### src/rtl/uart_boot_loader_pkg.sv
// Shared types and constants for the UART boot loader.
package uart_boot_loader_pkg;

    localparam int WORD_W         = 32;
    localparam int BYTES_PER_WORD = 4;
    localparam int BCNT_W         = $clog2(BYTES_PER_WORD);

    typedef enum logic [2:0] {
        LDR_RX_COUNT,
        LDR_RX_DATA,
        LDR_FLUSH,
        LDR_DONE,
        LDR_ERROR
    } ldr_state_e;

endpackage

### src/rtl/uart_boot_loader_word_assembler.sv
// Packs MSB-first serial bytes into 32-bit words; word_valid_o fires
// combinationally with the rx strobe of the final byte.
module uart_boot_loader_word_assembler
    import uart_boot_loader_pkg::*;
(
    input  logic              sysclk,
    input  logic              rst,
    input  logic              en_i,
    input  logic              rx_valid_i,
    input  logic [7:0]        rx_data_i,
    output logic              word_valid_o,
    output logic [WORD_W-1:0] word_o,
    output logic              partial_o
);

    // Only the leading bytes need storage; the last byte comes straight from rx_data_i.
    logic [BCNT_W-1:0]   bcnt_q, bcnt_d;
    logic [WORD_W-9:0]   shreg_q, shreg_d;
    logic                take;

    assign take = en_i & rx_valid_i;

    always_comb begin
        bcnt_d  = bcnt_q;
        shreg_d = shreg_q;
        if (take) begin
            shreg_d = {shreg_q[WORD_W-17:0], rx_data_i};
            bcnt_d  = bcnt_q + 1'b1;
        end
    end

    always_ff @(posedge sysclk or negedge rst) begin
        if (!rst) begin
            bcnt_q  <= '0;
            shreg_q <= '0;
        end else begin
            bcnt_q  <= bcnt_d;
            shreg_q <= shreg_d;
        end
    end

    assign word_valid_o = take && (bcnt_q == BCNT_W'(BYTES_PER_WORD - 1));
    assign word_o       = {shreg_q, rx_data_i};
    assign partial_o    = (bcnt_q != '0);

endmodule

### src/rtl/uart_boot_loader.sv
// Boot sequencer: holds the CPU in reset while a length-prefixed word stream
// from the UART is written into data memory, then releases it.
module uart_boot_loader
    import uart_boot_loader_pkg::*;
#(
    parameter logic [31:0] ADDR_BASE      = 32'h0000_0000,
    parameter int          MAX_WORDS      = 256,
    parameter int          TIMEOUT_CYCLES = 2_000_000
) (
    input  logic        sysclk,
    input  logic        rst,
    input  logic [7:0]  rx_data,
    input  logic        rx_valid,
    output logic        mem_we,
    output logic [31:0] mem_addr,
    output logic [31:0] mem_wdata,
    output logic        cpu_hold,
    output logic        load_done,
    output logic        load_error
);

    localparam int IDX_W  = $clog2(MAX_WORDS + 1);
    localparam int IDLE_W = $clog2(TIMEOUT_CYCLES + 1);

    ldr_state_e         state_q, state_d;
    logic [IDX_W-1:0]   n_q, n_d;
    logic [IDX_W-1:0]   idx_q, idx_d;
    logic [IDLE_W-1:0]  idle_q, idle_d;
    logic               we_q, we_d;
    logic [31:0]        addr_q, addr_d;
    logic [31:0]        wdata_q, wdata_d;
    logic               hold_q, hold_d;
    logic               done_q, done_d;
    logic               err_q, err_d;

    logic               asm_en;
    logic               word_valid;
    logic [WORD_W-1:0]  word;
    logic               partial;
    logic               idle_sat;
    logic               timeout;

    assign asm_en = (state_q == LDR_RX_COUNT) || (state_q == LDR_RX_DATA);

    uart_boot_loader_word_assembler u_word_assembler (
        .sysclk       (sysclk),
        .rst          (rst),
        .en_i         (asm_en),
        .rx_valid_i   (rx_valid),
        .rx_data_i    (rx_data),
        .word_valid_o (word_valid),
        .word_o       (word),
        .partial_o    (partial)
    );

    // A strobe in the same cycle always beats the timeout.
    assign idle_sat = (idle_q == IDLE_W'(TIMEOUT_CYCLES));
    assign timeout  = idle_sat && !rx_valid;

    always_comb begin
        idle_d = idle_q;
        if (rx_valid)      idle_d = '0;
        else if (!idle_sat) idle_d = idle_q + 1'b1;
    end

    always_comb begin
        state_d = state_q;
        n_d     = n_q;
        idx_d   = idx_q;
        we_d    = 1'b0;
        addr_d  = addr_q;
        wdata_d = wdata_q;
        hold_d  = hold_q;
        done_d  = done_q;
        err_d   = err_q;
        case (state_q)
            LDR_RX_COUNT: begin
                if (word_valid) begin
                    if (word == '0) begin
                        state_d = LDR_DONE;
                        done_d  = 1'b1;
                        hold_d  = 1'b0;
                    end else if (word > 32'(MAX_WORDS)) begin
                        state_d = LDR_ERROR;
                        err_d   = 1'b1;
                    end else begin
                        state_d = LDR_RX_DATA;
                        n_d     = word[IDX_W-1:0];
                        idx_d   = '0;
                    end
                end else if (timeout && partial) begin
                    state_d = LDR_ERROR;
                    err_d   = 1'b1;
                end
            end
            LDR_RX_DATA: begin
                if (word_valid) begin
                    we_d    = 1'b1;
                    addr_d  = ADDR_BASE + 32'({idx_q, 2'b00});
                    wdata_d = word;
                    idx_d   = idx_q + 1'b1;
                    if (idx_q == n_q - 1'b1) state_d = LDR_FLUSH;
                end else if (timeout) begin
                    state_d = LDR_ERROR;
                    err_d   = 1'b1;
                end
            end
            LDR_FLUSH: begin
                state_d = LDR_DONE;
                done_d  = 1'b1;
                hold_d  = 1'b0;
            end
            default: ;
        endcase
    end

    always_ff @(posedge sysclk or negedge rst) begin
        if (!rst) begin
            state_q <= LDR_RX_COUNT;
            n_q     <= '0;
            idx_q   <= '0;
            idle_q  <= '0;
            we_q    <= 1'b0;
            addr_q  <= '0;
            wdata_q <= '0;
            hold_q  <= 1'b1;
            done_q  <= 1'b0;
            err_q   <= 1'b0;
        end else begin
            state_q <= state_d;
            n_q     <= n_d;
            idx_q   <= idx_d;
            idle_q  <= idle_d;
            we_q    <= we_d;
            addr_q  <= addr_d;
            wdata_q <= wdata_d;
            hold_q  <= hold_d;
            done_q  <= done_d;
            err_q   <= err_d;
        end
    end

    assign mem_we     = we_q;
    assign mem_addr   = addr_q;
    assign mem_wdata  = wdata_q;
    assign cpu_hold   = hold_q;
    assign load_done  = done_q;
    assign load_error = err_q;

endmodule

### config.mk
export PLATFORM = sky130hd
export DESIGN_NAME = uart_boot_loader
export DESIGN_NICKNAME = d
export VERILOG_FILES = /design/src/rtl/uart_boot_loader_pkg.sv /design/src/rtl/uart_boot_loader_word_assembler.sv /design/src/rtl/uart_boot_loader.sv
export SDC_FILE = /design/constraint.sdc
export NUM_CORES = 1
export LEC_CHECK = 0
export BUFFER_PORTS_ARGS = -buffer_cell sky130_fd_sc_hd__buf_2
export CAP_MARGIN = 5
export CORE_MARGIN = 4
export CORE_UTILIZATION = 50
export CTS_BUF_LIST = sky130_fd_sc_hd__clkbuf_8
export DETAILED_ROUTE_END_ITERATION = 12
export GPL_ROUTABILITY_DRIVEN = 0
export PLACE_DENSITY = 0.71
export REMOVE_ABC_BUFFERS = 1
export SETUP_SLACK_MARGIN = 0.2
export SKIP_CTS_REPAIR_TIMING = 1
export SLEW_MARGIN = 0
export SYNTH_ARGS = -nofsm -noshare
export SYNTH_HDL_FRONTEND = slang
export SYNTH_SLANG_ARGS = --single-unit
### constraint.sdc
create_clock -name sysclk -period 2.7 [get_ports sysclk]
set_input_delay 0.405 -clock sysclk [delete_from_list [all_inputs] [get_ports sysclk]]
set_output_delay 0.405 -clock sysclk [all_outputs]
set_load 0.02 [all_outputs]
==> metrics.txt <==
Yosys top cell area share 52.9%; ys flop type dfrtp_1; worst hold slack -12.6 ps; Slew HR 56.4%; clock tree root buffer cell clkbuf_8; #FFs+latches synth 113; minimum clock period 2330 ps; Design Power 4.65 mW; core box area 10300 µm²; die area 12300 µm²; synthesized area 5300 µm²; FF-to-FF End idx_q[8]; Antenna Cells 0; Setup CP Type reg -> reg; Seq pwr share 48.8%; endpoint class of the critical path flop; Pint 3.24 mW; total track usage 19.3%; leading area contributor after synthesis dfrtp_1; drt drc 0; # H-tree levels 4; P per Cell Area 766 nW/µm²; Fin Setup TNS 0 ps; placed cell count 710; warning count from the yosys run 0; Die X 111 µm; number of max-cap violations 0; Final Slew Violations 0; reg-to-reg startpoint u_word_assembler.shreg_q[3]; crit share post-route 86.4%; slew of the pin with the lowest slew margin 649 ps; DPL Wire Length 7.83 mm; Seq/Total Area, Yosys 53.4%; DR vias 3919; Post-synth ARST share 100%; # setup viols final 0; clock group share of total power 35.5%; Final Non-Filler Cells 742; vias in the first global route 4093; Worst-path clk slew 70 ps; largest net degree at the start of global routing 50; row count 37; LEAKAGE 3.03 nW; first-pass GRT wire length 19.4 mm; # IOs 79; EDFF count, synth 0; Layout Skew 13.2 ps; Netlist cell types 52; worst-skew pair later-pin latency 430 ps; sw power 1.41 mW; fin area 6080 µm²; DRT Pass-1 Iters 4; Routed WL 11.3 mm; reg2reg path depth 6; Synth Instances 532; combinational power share 15.6%; CP arrival 2670 ps; synthesized area per cell 9.96 µm²; RSZ-0062 raised after global routing false; failing checks hold timing; # clock sinks 113; Synth area leaders dfrtp_1 53%, nand2_1 10%, mux2_2 6.8%; outcome complete, but fails checks; VDD IR-drop max 0.324 mV; Peak Freq 0.429 GHz; TritonCTS buffer count 17; total grt overflow 0; Via density 5.28; Layout Nets 611; Final Worst Setup Slack 368 ps; Net Sw Frac 30.3%; final hold vios 9; startpoint types flop; Worst Path Max Fanout 13; CTS max path bufs 2; Iter 0 DRT Violations 232; Hold Crit Class in -> async; reg-to-reg setup timing slack 370 ps; Crit path required time 3040 ps; layout cells sized above 1 22.6%; CTS tree yes; Port Buffer Count 55; post-DR wirelength/cell 15.3 µm; post-route ant nets 0; antenna violations before repair 0; Area Overhead vs Synth 14.7%; Placement Cell Area 5650 µm²; Die Span Y 111 µm; Core Util, Final 58.9%; initial core utilization 51.3%; Setup WS pre-CTS 298 ps
==> critical path: stages, from the launching register on <==
cell and delay (ps):
dfrtp_1 440, nor4_1 340, nand2_1 200, a2111oi_4 350, a21oi_2 210, or4_1 530, a21oi_1 180
==> cell usage after synthesis, types with 4 or more instances <==
cell type and number:
nand2_1 148, xor2_1 15, mux2_2 32, o21ai_0 11, o31ai_1 6, nand4_1 6
a21oi_1 7, nor3_1 4, clkbuf_1 11, or4_1 4, buf_4 23, ha_1 6
buf_1 4, nor4_1 11, xnor2_1 16, inv_1 13, nand3_1 15, dfrtp_1 112
buf_2 5, and3_1 4, nor2_1 34
==> metal layers <==
metal | routed length, µm | GRT usage (%) | up-vias
met5 | 0 | 0 | -
met2 | 5530 | 31.2 | 116
met1 | 5050 | 24.8 | 1922
met3 | 585 | 4.64 | 18
li1 | - | - | 1863
met4 | 185 | 8.46 | 0
==> cell usage in the layout (no fill, tap or decap), types with 4 or more instances in the layout <==
master	instances
clkinv_4	4
dfrtp_1	112
conb_1	23
or4_1	4
buf_2	54
and3_1	4
buf_4	9
clkbuf_8	17
xnor2_1	16
nor3_1	4
ha_1	6
clkinvlp_4	4
inv_1	13
o31ai_1	6
nand3_1	15
a21oi_1	7
nor4_1	10
nor2_1	34
nand4_1	6
nand2_1	148
xor2_1	15
o21ai_0	11
mux2_2	32
==> power groups by stage <==
stage	logic [mW]	clock network, mW	registers (mW)
after detailed placement	0.731	0	2.29
after floorplan	0.458	0	2.26
final	0.728	1.65	2.27
after global placement	0.708	0	2.27
after CTS	0.733	1.68	2.25
after global routing	0.809	1.77	2.31
==> cells by family (layout without fill, tap and decap cells) <==
| family | Yosys count | count (layout) | synth area share [%] |
|---|---|---|---|
| buffers and inverters | 56 | 108 | 5.72 |
| AND/OR/NAND/NOR | 253 | 253 | 21.9 |
| flip-flops | 113 | 113 | 53.4 |
| XOR/XNOR | 31 | 31 | 5.13 |
| adder cells (fa/ha/maj) | 6 | 6 | 1.42 |
| AO/OA/AOI/OAI | 39 | 39 | 5.34 |
| other | 1 | 23 | 0.0708 |
| multiplexers | 33 | 33 | 6.99 |
==> state kept, by name, indices dropped and copies added, names as in the netlist <==
signal and cells:
u_word_assembler.bcnt_q 2, idle_q 21, load_error 1, mem_addr 9
load_done 1, state_q 3, n_q 9, idx_q 9
mem_we 1, mem_wdata 32, u_word_assembler.shreg_q 24, cpu_hold 1
==> layout make-up <==
class                   count  area, µm²
well taps                 136        170
multi-input cells         385       2250
flip-flops and latches    113       2830
inverters                  13       48.8
clock inverters            14        181
repair buffers             64        358
fillers                   849       4250
clock buffers              17        234
==> worst max path at each step <==
stage,startpoint,to,slack (ps),cells past startpoint
floorplan,state_q[1],idx_q[6],-550,6
global placement,rx_data[5],idx_q[7],360,7
detailed placement,rx_data[5],idx_q[6],300,7
CTS,u_word_assembler.shreg_q[13],idx_q[8],320,6
global route,u_word_assembler.shreg_q[13],idx_q[8],250,7
finish,u_word_assembler.shreg_q[3],idx_q[8],370,6
Note: power is estimated with default switching activity, not from simulation.
